File: config.mk
export PLATFORM = sky130hd
export DESIGN_NAME = seg7_scan_ctrl_flat
export DESIGN_NICKNAME = d
export VERILOG_FILES = /design/src/rtl/seg7_bus_if.sv /design/src/rtl/seg7_scan_ctrl.sv /design/src/flat_wrapper.sv
export SDC_FILE = /design/constraint.sdc
export NUM_CORES = 1
export LEC_CHECK = 0
export ABC_AREA = 1
export BUFFER_PORTS_ARGS = -buffer_cell sky130_fd_sc_hd__clkbuf_2
export CAP_MARGIN = 20
export CORE_UTILIZATION = 41
export DETAILED_ROUTE_END_ITERATION = 10
export GPL_TIMING_DRIVEN = 0
export SYNTH_ARGS = -nofsm -noshare
export SYNTH_HDL_FRONTEND = slang
export SYNTH_SLANG_ARGS = --single-unit
File: constraint.sdc
create_clock -name clk -period 3.8 [get_ports clk]
set_input_delay 0.57 -clock clk [delete_from_list [all_inputs] [get_ports clk]]
set_output_delay 0.57 -clock clk [all_outputs]
set_load 0.01 [all_outputs]
File: src/rtl/seg7_bus_if.sv
// Register-window bus for the seven-segment scan controller:
// write strobe, word address, write data and registered read data.
interface seg7_bus_if;
   logic        we;
   logic [1:0]  addr;
   logic [31:0] wdata;
   logic [31:0] rdata;

   modport master (output we, output addr, output wdata, input rdata);
   modport slave  (input we, input addr, input wdata, output rdata);
endinterface

File: src/rtl/seg7_scan_ctrl.sv
// Multiplexed common-anode seven-segment controller with programmable refresh,
// PWM brightness, per-digit decimal points, blanking and leading-zero suppression.
module seg7_scan_ctrl #(
   parameter int NUM_DIGITS   = 4,
   parameter int REFRESH_BITS = 18
) (
   input  logic                  clk,
   input  logic                  reset,
   seg7_bus_if.slave             bus,
   output logic [NUM_DIGITS-1:0] an,
   output logic [6:0]            seg,
   output logic                  dp,
   output logic                  frame_tick
);

   localparam int IDX_W = (NUM_DIGITS > 1) ? $clog2(NUM_DIGITS) : 1;
   localparam logic [IDX_W-1:0] LAST_IDX = IDX_W'(NUM_DIGITS - 1);

   localparam logic [1:0] A_DIGITS = 2'd0;
   localparam logic [1:0] A_CTRL   = 2'd1;
   localparam logic [1:0] A_DPMASK = 2'd2;
   localparam logic [1:0] A_BLANK  = 2'd3;

   // Programmable registers
   logic [NUM_DIGITS-1:0][3:0] digits;
   logic                       enable;
   logic                       lz_blank;
   logic [3:0]                 bright;
   logic [NUM_DIGITS-1:0]      dp_mask;
   logic [NUM_DIGITS-1:0]      blank_mask;

   // Scan state
   logic [REFRESH_BITS-1:0]    dwell_cnt;
   logic [IDX_W-1:0]           digit_idx;

   logic [31:0]                rd_next;
   logic                       scan_stop;
   logic                       dwell_max;
   logic                       at_last;
   logic [3:0]                 top4;
   logic [3:0]                 nib;
   logic [NUM_DIGITS-1:0]      zero_from;
   logic                       lz_dark;
   logic                       lit;
   logic [NUM_DIGITS-1:0]      an_sel;
   logic                       unused_wdata;

   assign unused_wdata = ^bus.wdata;

   // Hex glyphs, GFEDCBA, active-low
   function automatic logic [6:0] glyph(input logic [3:0] v);
      case (v)
         4'h0:    glyph = 7'b1000000;
         4'h1:    glyph = 7'b1111001;
         4'h2:    glyph = 7'b0100100;
         4'h3:    glyph = 7'b0110000;
         4'h4:    glyph = 7'b0011001;
         4'h5:    glyph = 7'b0010010;
         4'h6:    glyph = 7'b0000010;
         4'h7:    glyph = 7'b1111000;
         4'h8:    glyph = 7'b0000000;
         4'h9:    glyph = 7'b0010000;
         4'hA:    glyph = 7'b0001000;
         4'hB:    glyph = 7'b0000011;
         4'hC:    glyph = 7'b0100111;
         4'hD:    glyph = 7'b0100001;
         4'hE:    glyph = 7'b0000110;
         default: glyph = 7'b0001110;
      endcase
   endfunction

   always_ff @(posedge clk or negedge reset) begin
      if (!reset) begin
         digits     <= '0;
         enable     <= 1'b1;
         lz_blank   <= 1'b0;
         bright     <= 4'hF;
         dp_mask    <= '0;
         blank_mask <= '0;
      end else if (bus.we) begin
         case (bus.addr)
            A_DIGITS: digits <= bus.wdata[4*NUM_DIGITS-1:0];
            A_CTRL: begin
               enable   <= bus.wdata[0];
               lz_blank <= bus.wdata[1];
               bright   <= bus.wdata[7:4];
            end
            A_DPMASK: dp_mask    <= bus.wdata[NUM_DIGITS-1:0];
            default:  blank_mask <= bus.wdata[NUM_DIGITS-1:0];
         endcase
      end
   end

   always_comb begin
      rd_next = '0;
      case (bus.addr)
         A_DIGITS: rd_next[4*NUM_DIGITS-1:0] = digits;
         A_CTRL:   rd_next[7:0]              = {bright, 2'b00, lz_blank, enable};
         A_DPMASK: rd_next[NUM_DIGITS-1:0]   = dp_mask;
         default:  rd_next[NUM_DIGITS-1:0]   = blank_mask;
      endcase
   end

   // A write clearing enable zeroes the counters on that same edge.
   assign scan_stop = !enable || (bus.we && (bus.addr == A_CTRL) && !bus.wdata[0]);
   assign dwell_max = &dwell_cnt;
   assign at_last   = (digit_idx == LAST_IDX);

   always_ff @(posedge clk or negedge reset) begin
      if (!reset) begin
         dwell_cnt <= '0;
         digit_idx <= '0;
      end else if (scan_stop) begin
         dwell_cnt <= '0;
         digit_idx <= '0;
      end else begin
         dwell_cnt <= dwell_cnt + 1'b1;
         if (dwell_max) begin
            digit_idx <= at_last ? '0 : digit_idx + 1'b1;
         end
      end
   end

   // zero_from[i]: digit i and every digit above it hold nibble 0
   always_comb begin
      logic acc;
      zero_from = '0;
      acc       = 1'b1;
      for (int i = NUM_DIGITS - 1; i >= 0; i--) begin
         acc          = acc && (digits[i] == 4'h0);
         zero_from[i] = acc;
      end
   end

   assign top4    = dwell_cnt[REFRESH_BITS-1 -: 4];
   assign nib     = digits[digit_idx];
   assign lz_dark = lz_blank && (digit_idx != '0) && zero_from[digit_idx];
   assign lit     = enable && (top4 <= bright) && !blank_mask[digit_idx] && !lz_dark;
   assign an_sel  = NUM_DIGITS'(1) << digit_idx;

   // Registered display outputs and read data
   always_ff @(posedge clk or negedge reset) begin
      if (!reset) begin
         an         <= '1;
         seg        <= 7'b1111111;
         dp         <= 1'b1;
         frame_tick <= 1'b0;
         bus.rdata  <= '0;
      end else begin
         if (lit) begin
            an  <= ~an_sel;
            seg <= glyph(nib);
            dp  <= ~dp_mask[digit_idx];
         end else begin
            an  <= '1;
            seg <= 7'b1111111;
            dp  <= 1'b1;
         end
         frame_tick <= !scan_stop && dwell_max && at_last;
         bus.rdata  <= rd_next;
      end
   end

endmodule
File: src/flat_wrapper.sv
// flat-port wrapper written by rule: the top's interface ports become plain ports
module seg7_scan_ctrl_flat 
#(
   parameter int NUM_DIGITS   = 4,
   parameter int REFRESH_BITS = 18
)
  (clk, reset, an, seg, dp, frame_tick, bus_we, bus_addr, bus_wdata, bus_rdata);
  seg7_bus_if bus_i ();
  input  logic clk;
  input  logic reset;
  output logic [NUM_DIGITS-1:0] an;
  output logic [6:0] seg;
  output logic dp;
  output logic frame_tick;
  input wire logic [$bits(bus_i.we)-1:0] bus_we;
  input wire logic [$bits(bus_i.addr)-1:0] bus_addr;
  input wire logic [$bits(bus_i.wdata)-1:0] bus_wdata;
  output wire logic [$bits(bus_i.rdata)-1:0] bus_rdata;
  assign bus_i.we = bus_we;
  assign bus_i.addr = bus_addr;
  assign bus_i.wdata = bus_wdata;
  assign bus_rdata = bus_i.rdata;
  seg7_scan_ctrl #(.NUM_DIGITS(NUM_DIGITS), .REFRESH_BITS(REFRESH_BITS)) u_core (.clk(clk), .reset(reset), .bus(bus_i), .an(an), .seg(seg), .dp(dp), .frame_tick(frame_tick));
endmodule
## After elaboration in Yosys (flattened, before gate mapping)

Memories as Yosys holds them, arrays and structs flattened.
Cells that the tools add are included.
W data, S select, Z words.

| word-level totals | value |
|---|---|
| RAM bits | 0 |
| flip-flop bits (word level) | 79 |
| bits of input ports | 37 |
| latch bits | 0 |
| memories | 1 |
| ROM bits | 112 |
| output and inout bits | 45 |
| logic and storage cells | 77 |

Memory list:

| memory | words | bits a word | rd ports | clocked after memory_dff | wr ports | line | source |
|---|---|---|---|---|---|---|---|
| (no name shown) | 16 | 7 | 1 | 0 | 0 | seg7_scan_ctrl.sv:52 | `case (v)` |

| operators by class | value |
|---|---|
| add/sub/neg operators | 2 |
| multipliers | 0 |
| multiplexer cells | 18 |
| reductions and logical operators | 31 |
| divide/modulo/power cells | 0 |
| shift-type cells | 1 |
| eq/ne operators | 3 |
| bitwise logic cells | 3 |
| $lt $le $gt $ge | 2 |

Operators by type and width:

| cell | count |
|---|---|
| $add A18 B1 Y18 const B | 1 |
| $mux W18 | 1 |
| $reduce_and A18 Y1 | 1 |
| $logic_not A4 Y1 | 4 |
| $logic_and A1 B1 Y1 | 12 |
| $pmux W4 S3 | 1 |
| $bmux W4 S2 | 1 |
| $mux W4 | 2 |
| $mux W8 | 1 |
| $pmux W4 S2 | 1 |
| $reduce_and A2 Y1 | 4 |
| $mux W7 | 1 |
| $bmux W1 S2 | 3 |
| $mux W2 | 3 |
| $logic_not A1 Y1 | 5 |
| $eq A2 B2 Y1 const B | 2 |
| $le A4 B4 Y1 | 1 |
| $mux W1 | 4 |
| $not A4 Y4 | 1 |
| $reduce_bool A2 Y1 | 2 |
| $shl A1 B2 Y4 const A | 1 |
| $lt A2 B3 Y1 const B | 1 |
| $reduce_or A3 Y1 | 1 |
| $add A2 B1 Y2 const B | 1 |
| other kinds (4) | 5 |

## Depth between registers and ports, before layout

| depth | value |
|---|---|
| depth in word-level cells | 10 |
| gate-level depth with buffers | 12 |
| depth with buffers taken out | 11 |

## Worst setup path before layout

Ideal clock, no wire load.

| timing path | value |
|---|---|
| path type | register to register |
| from | register u_core.digit_idx[0] |
| to | register u_core.seg[3] |
| path buffers | 2 |
| library setup time | 61 ps |
| clock period less this slack | 1592 ps |
| arrival | 1531 ps |
| setup slack | 2208 ps |
| data required time | 3739 ps |
| stages on the path, launching flop included | 13 |
| path through | dfrtp_1 -> buf_6 -> inv_4 -> buf_6 -> nand2_1 -> nand3_1 -> nand2_1 -> inv_1 -> ha_1 -> inv_1 -> a21oi_1 -> nand2_1 -> nand3_2 |

| between the ends | value |
|---|---|
| word-level cells in the longest chain between the ends | 6 |
| elaborated cells on any way between the ends | 15 |
| those cells by class | mux (7); reduce/logical (7); memory (1) |

RTL lines:

| what | line | source |
|---|---|---|
| from (decl) | seg7_scan_ctrl.sv:34 | `logic [IDX_W-1:0] digit_idx;` |
| from (signal assigned) | seg7_scan_ctrl.sv:119 | `digit_idx <= at_last ? '0 : digit_idx + 1'b1;` |
| parallel branches: the longest is 5 deep, another holds $mem_v2 Z16 W7 | n/a |  |
| $mux W7 (*) | seg7_scan_ctrl.sv:150 | `if (lit) begin` |
| to (signal assigned) | seg7_scan_ctrl.sv:152 | `seg <= glyph(nib);` |
| to (decl) | seg7_scan_ctrl.sv:11 | `output logic [6:0] seg,` |

Every way passes the cells marked *. The select of a mux whose other input is x is not followed.
A chain may end at the register's enable or synchronous reset.

## Final worst setup path

Same ends and word-level chain as after synthesis.

==> reports/qor.csv <==
metric,value,unit
outcome,"finished, final reports clean",
Sink Count,79,
Design Power,2050,uW
met1 usage in global routing,26.2,%
number of CTS-inserted buffers,9,
Final Setup Violations,0,
Rows,35,
Critical Path RT,4.10,ns
number of global-route vias before repair,3043,
H-tree depth,3,
GRT Overall Usage,18.6,%
busiest layer in global routing,met2,
Non-Filler Instances,699,
DR pass1 iterations,4,
"CTS clk-pin slew, worst paths",0.09,ns
Diodes inserted,0,
P_int,1440,uW
Tmin final,1.91,ns
XOR/XNOR Fraction of Synth Area,0.440,%
register area share after synthesis,50.2,%
CTS tree,yes,
core footprint,9330,um2
Post-CTS Setup Inserts,0,
Clk pwr share,30.4,%
max frequency,523,MHz
post-DR wirelength/cell,12.3,um
post-cts resize count,0,
kind of critical path,reg -> reg,
Synth Area in Adders,4.72,%
DP HPWL,6.29,mm
share of cells above drive strength 1,21.1,%
Yosys cell types,32,
Initial Utilization,42.6,%
Yosys reg bits,79,
Sw Ratio,29.8,%
Post-CTS Hold Buffers,0,
met2 Use GR,28.9,%
post-route ant nets,0,
main combinational cell family by area after synthesis,simple AND/OR/NAND/NOR gates,
port bufs,49,
simple-gate share of the synthesized area,26.9,%
Via Count,3225,
post-synthesis compound-gate area fraction,7.23,%
largest net degree at the start of global routing,68,
PD cells,439,nW/um2
worst-skew pair later-pin latency,0.35,ns
area of the multi-input gates,1620,um2
first-pass GRT wire length,14.4,mm
io pins,82,
sw power,609,uW
Syn-to-layout area delta,17.2,%
combinational fraction of design power,19.6,%
Max-Cap Viols,0,
total grt overflow,0,
CP Capture Type,register,
setup TNS,0,ns
crit start category,register,
Final Max Slew Viols,0,
register area,2000,um2
slew at the pin closest to its max-slew limit,0.527,ns
sequential group share of total power,50.0,%
Cells after Synth,489,
Total Wirelength,8.62,mm
max incr delay on CP,0.41,ns
"Cell Area, Synth",3980,um2
period utilization,50.3,%
die width,100,um
Die Span Y,100,um
CP top delay family,buffers and inverters,
initial antenna violation count,0,
RD Place Congestion,0.831,
HP Class,in -> async,
cell repeated most along the worst path,nand2_1,
Syn Area/Cell,8.13,um2
post-synthesis mux area share,0,%
clk_skew,0.0136,ns
Longest Clk Path Bufs,2,
crit path max-delay cell type,dfrtp_1,
CP cell instances,buf_6 > inv_4 > buf_6 > nand2_1 > nand3_1 > nand2_1 > inv_1 > ha_1 > inv_1 > a21oi_1 > nand2_1 > nand3_2,
Final Hold Fails,0,
Cells after DPL,683,
Critical Path AT,2.21,ns
Buf/Inv on CP,5,
RSZ-0062 raised after global routing,no,
final net count,617,
CTS Root Cell,clkbuf_8,
crit-path max FO,11,
YS warnings,0,
cell leakage power,0.00241,uW
Total Die Area,10100,um2
Initial DRC Count,149,
Layout fillers,912,
drt drc,0,
maximum VDD drop,0.157,mV
met3 GRT Util,2.43,%
Slew headroom,64.9,%
via density per instance,4.61,
synthesized netlist by cell type (all sizes together):
| cell type | count | area, um2 |
|---|---|---|
| o21ai | 31 | 155 |
| or2 | 1 | 6.26 |
| dfrtp | 62 | 1550 |
| ha | 15 | 188 |
| nor3b | 1 | 7.51 |
| nor2 | 68 | 275 |
| xnor2 | 1 | 8.76 |
| conb | 1 | 3.75 |
| nand4 | 5 | 31.3 |
| o2111ai | 1 | 8.76 |
| inv | 57 | 216 |
| a21oi | 16 | 80.1 |
| nor4 | 1 | 6.26 |
| clkbuf | 4 | 15.0 |
| nand3 | 33 | 185 |
| o22ai | 4 | 25.0 |
| xor2 | 1 | 8.76 |
| buf | 23 | 181 |
| and2 | 1 | 6.26 |
| dfstp | 17 | 447 |
| nand2 | 141 | 537 |
| a31oi | 2 | 18.8 |
| nor3 | 3 | 15.0 |
placed cells by master, fill, tap and decap left out, types with 15 or more instances in the layout:
master	netlist	routed
conb_1	1	16
o21ai_0	31	31
dfrtp_1	62	62
a21oi_1	16	16
buf_4	19	19
inv_1	55	55
dfstp_2	17	17
ha_1	15	15
nand3_1	29	29
nand2_1	138	138
clkbuf_2	0	48
nor2_1	62	62
area by class of cell:
| type | count | area share (%) |
|---|---|---|
| flip-flops and latches | 79 | 42.8 |
| multi-input cells | 341 | 34.8 |
| repair buffers | 50 | 5.90 |
| inverters | 57 | 4.64 |
| plain buffers | 27 | 4.21 |
| well taps | 129 | 3.46 |
| clock buffers | 12 | 3.11 |
| clock inverters | 4 | 1.02 |
path summary, 6_finish.rpt:
| kind | start | end | slack [ns] | cells after the start |
|---|---|---|---|---|
| max | u_core.digit_idx[0] | u_core.seg[3] | 1.89 | 12 |
| min | reset | u_core.dwell_cnt[4] | 0.1 | 1 |
| max reg2reg | u_core.digit_idx[0] | u_core.seg[3] | 1.89 | 12 |
| min reg2reg | u_core.dwell_cnt[0] | u_core.dwell_cnt[0] | 0.46 | 1 |
| max in group asynchronous | reset | u_core.seg[5] | 3.05 | 2 |
| min in group clk | bus_wdata[5] | u_core.bright[1] | 0.45 | 3 |
sequential cells by signal (all words and copies together) (netlist names):
register,flops
u_core.digits,16
u_core.bright,4
u_core.enable,1
u_core.digit_idx,2
u_core.lz_blank,1
u_core.seg,7
u_core.blank_mask,4
u_core.dwell_cnt,18
u_core.an,4
u_core.dp,1
u_core.frame_tick,1
u_core.dp_mask,4
u_core.bus.rdata,16
kinds of logic (layout without fill, tap and decap cells):
logic type               Yosys count  in the layout
AND/OR/NAND/NOR                  254            254
other                              1             16
buffers and inverters             84            150
AO/OA/AOI/OAI                     54             54
flip-flops                        79             79
XOR/XNOR                           2              2
adder cells (fa/ha/maj)           15             15
power groups by stage:
stage                     logic [uW]  clock network [uW]  registers, uW
after floorplan                  250                   0           1050
after global placement           394                   0           1040
after detailed placement         407                   0           1040
after CTS                        408                 636           1020
after global routing             464                 676           1040
final                            401                 622           1020
routing by layer:
layer / share of wire, % / wire length, um
met1: 49 / 4230
met2: 44 / 3810
met3: 5.0 / 433
met4: 1.7 / 148
met5: 0 / 0
stage by stage:
step	utilization, %	hold slack (ns)	area, um2	setup slack (ns)
6_report	50.0	0.0992	4660	1.89
2_1_floorplan	-	0.274	4030	2.21
3_3_place_gp	47.6	0.447	4440	1.39
5_1_grt	50.0	0.0964	4660	1.71
4_1_cts	50.0	0.0926	4660	1.89
3_5_place_dp	47.9	0.454	4470	1.87
worst reg2reg max path, stage by stage (launching register included):
cell and delay, ns:
dfrtp_1 0.41, buf_6 0.15, inv_4 0.07, buf_6 0.14, nand2_1 0.06, nand3_1 0.07
nand2_1 0.18, inv_1 0.15, ha_1 0.17, inv_1 0.05, a21oi_1 0.22, nand2_1 0.10
nand3_2 0.08
Note: power is estimated with default switching activity, not from simulation.
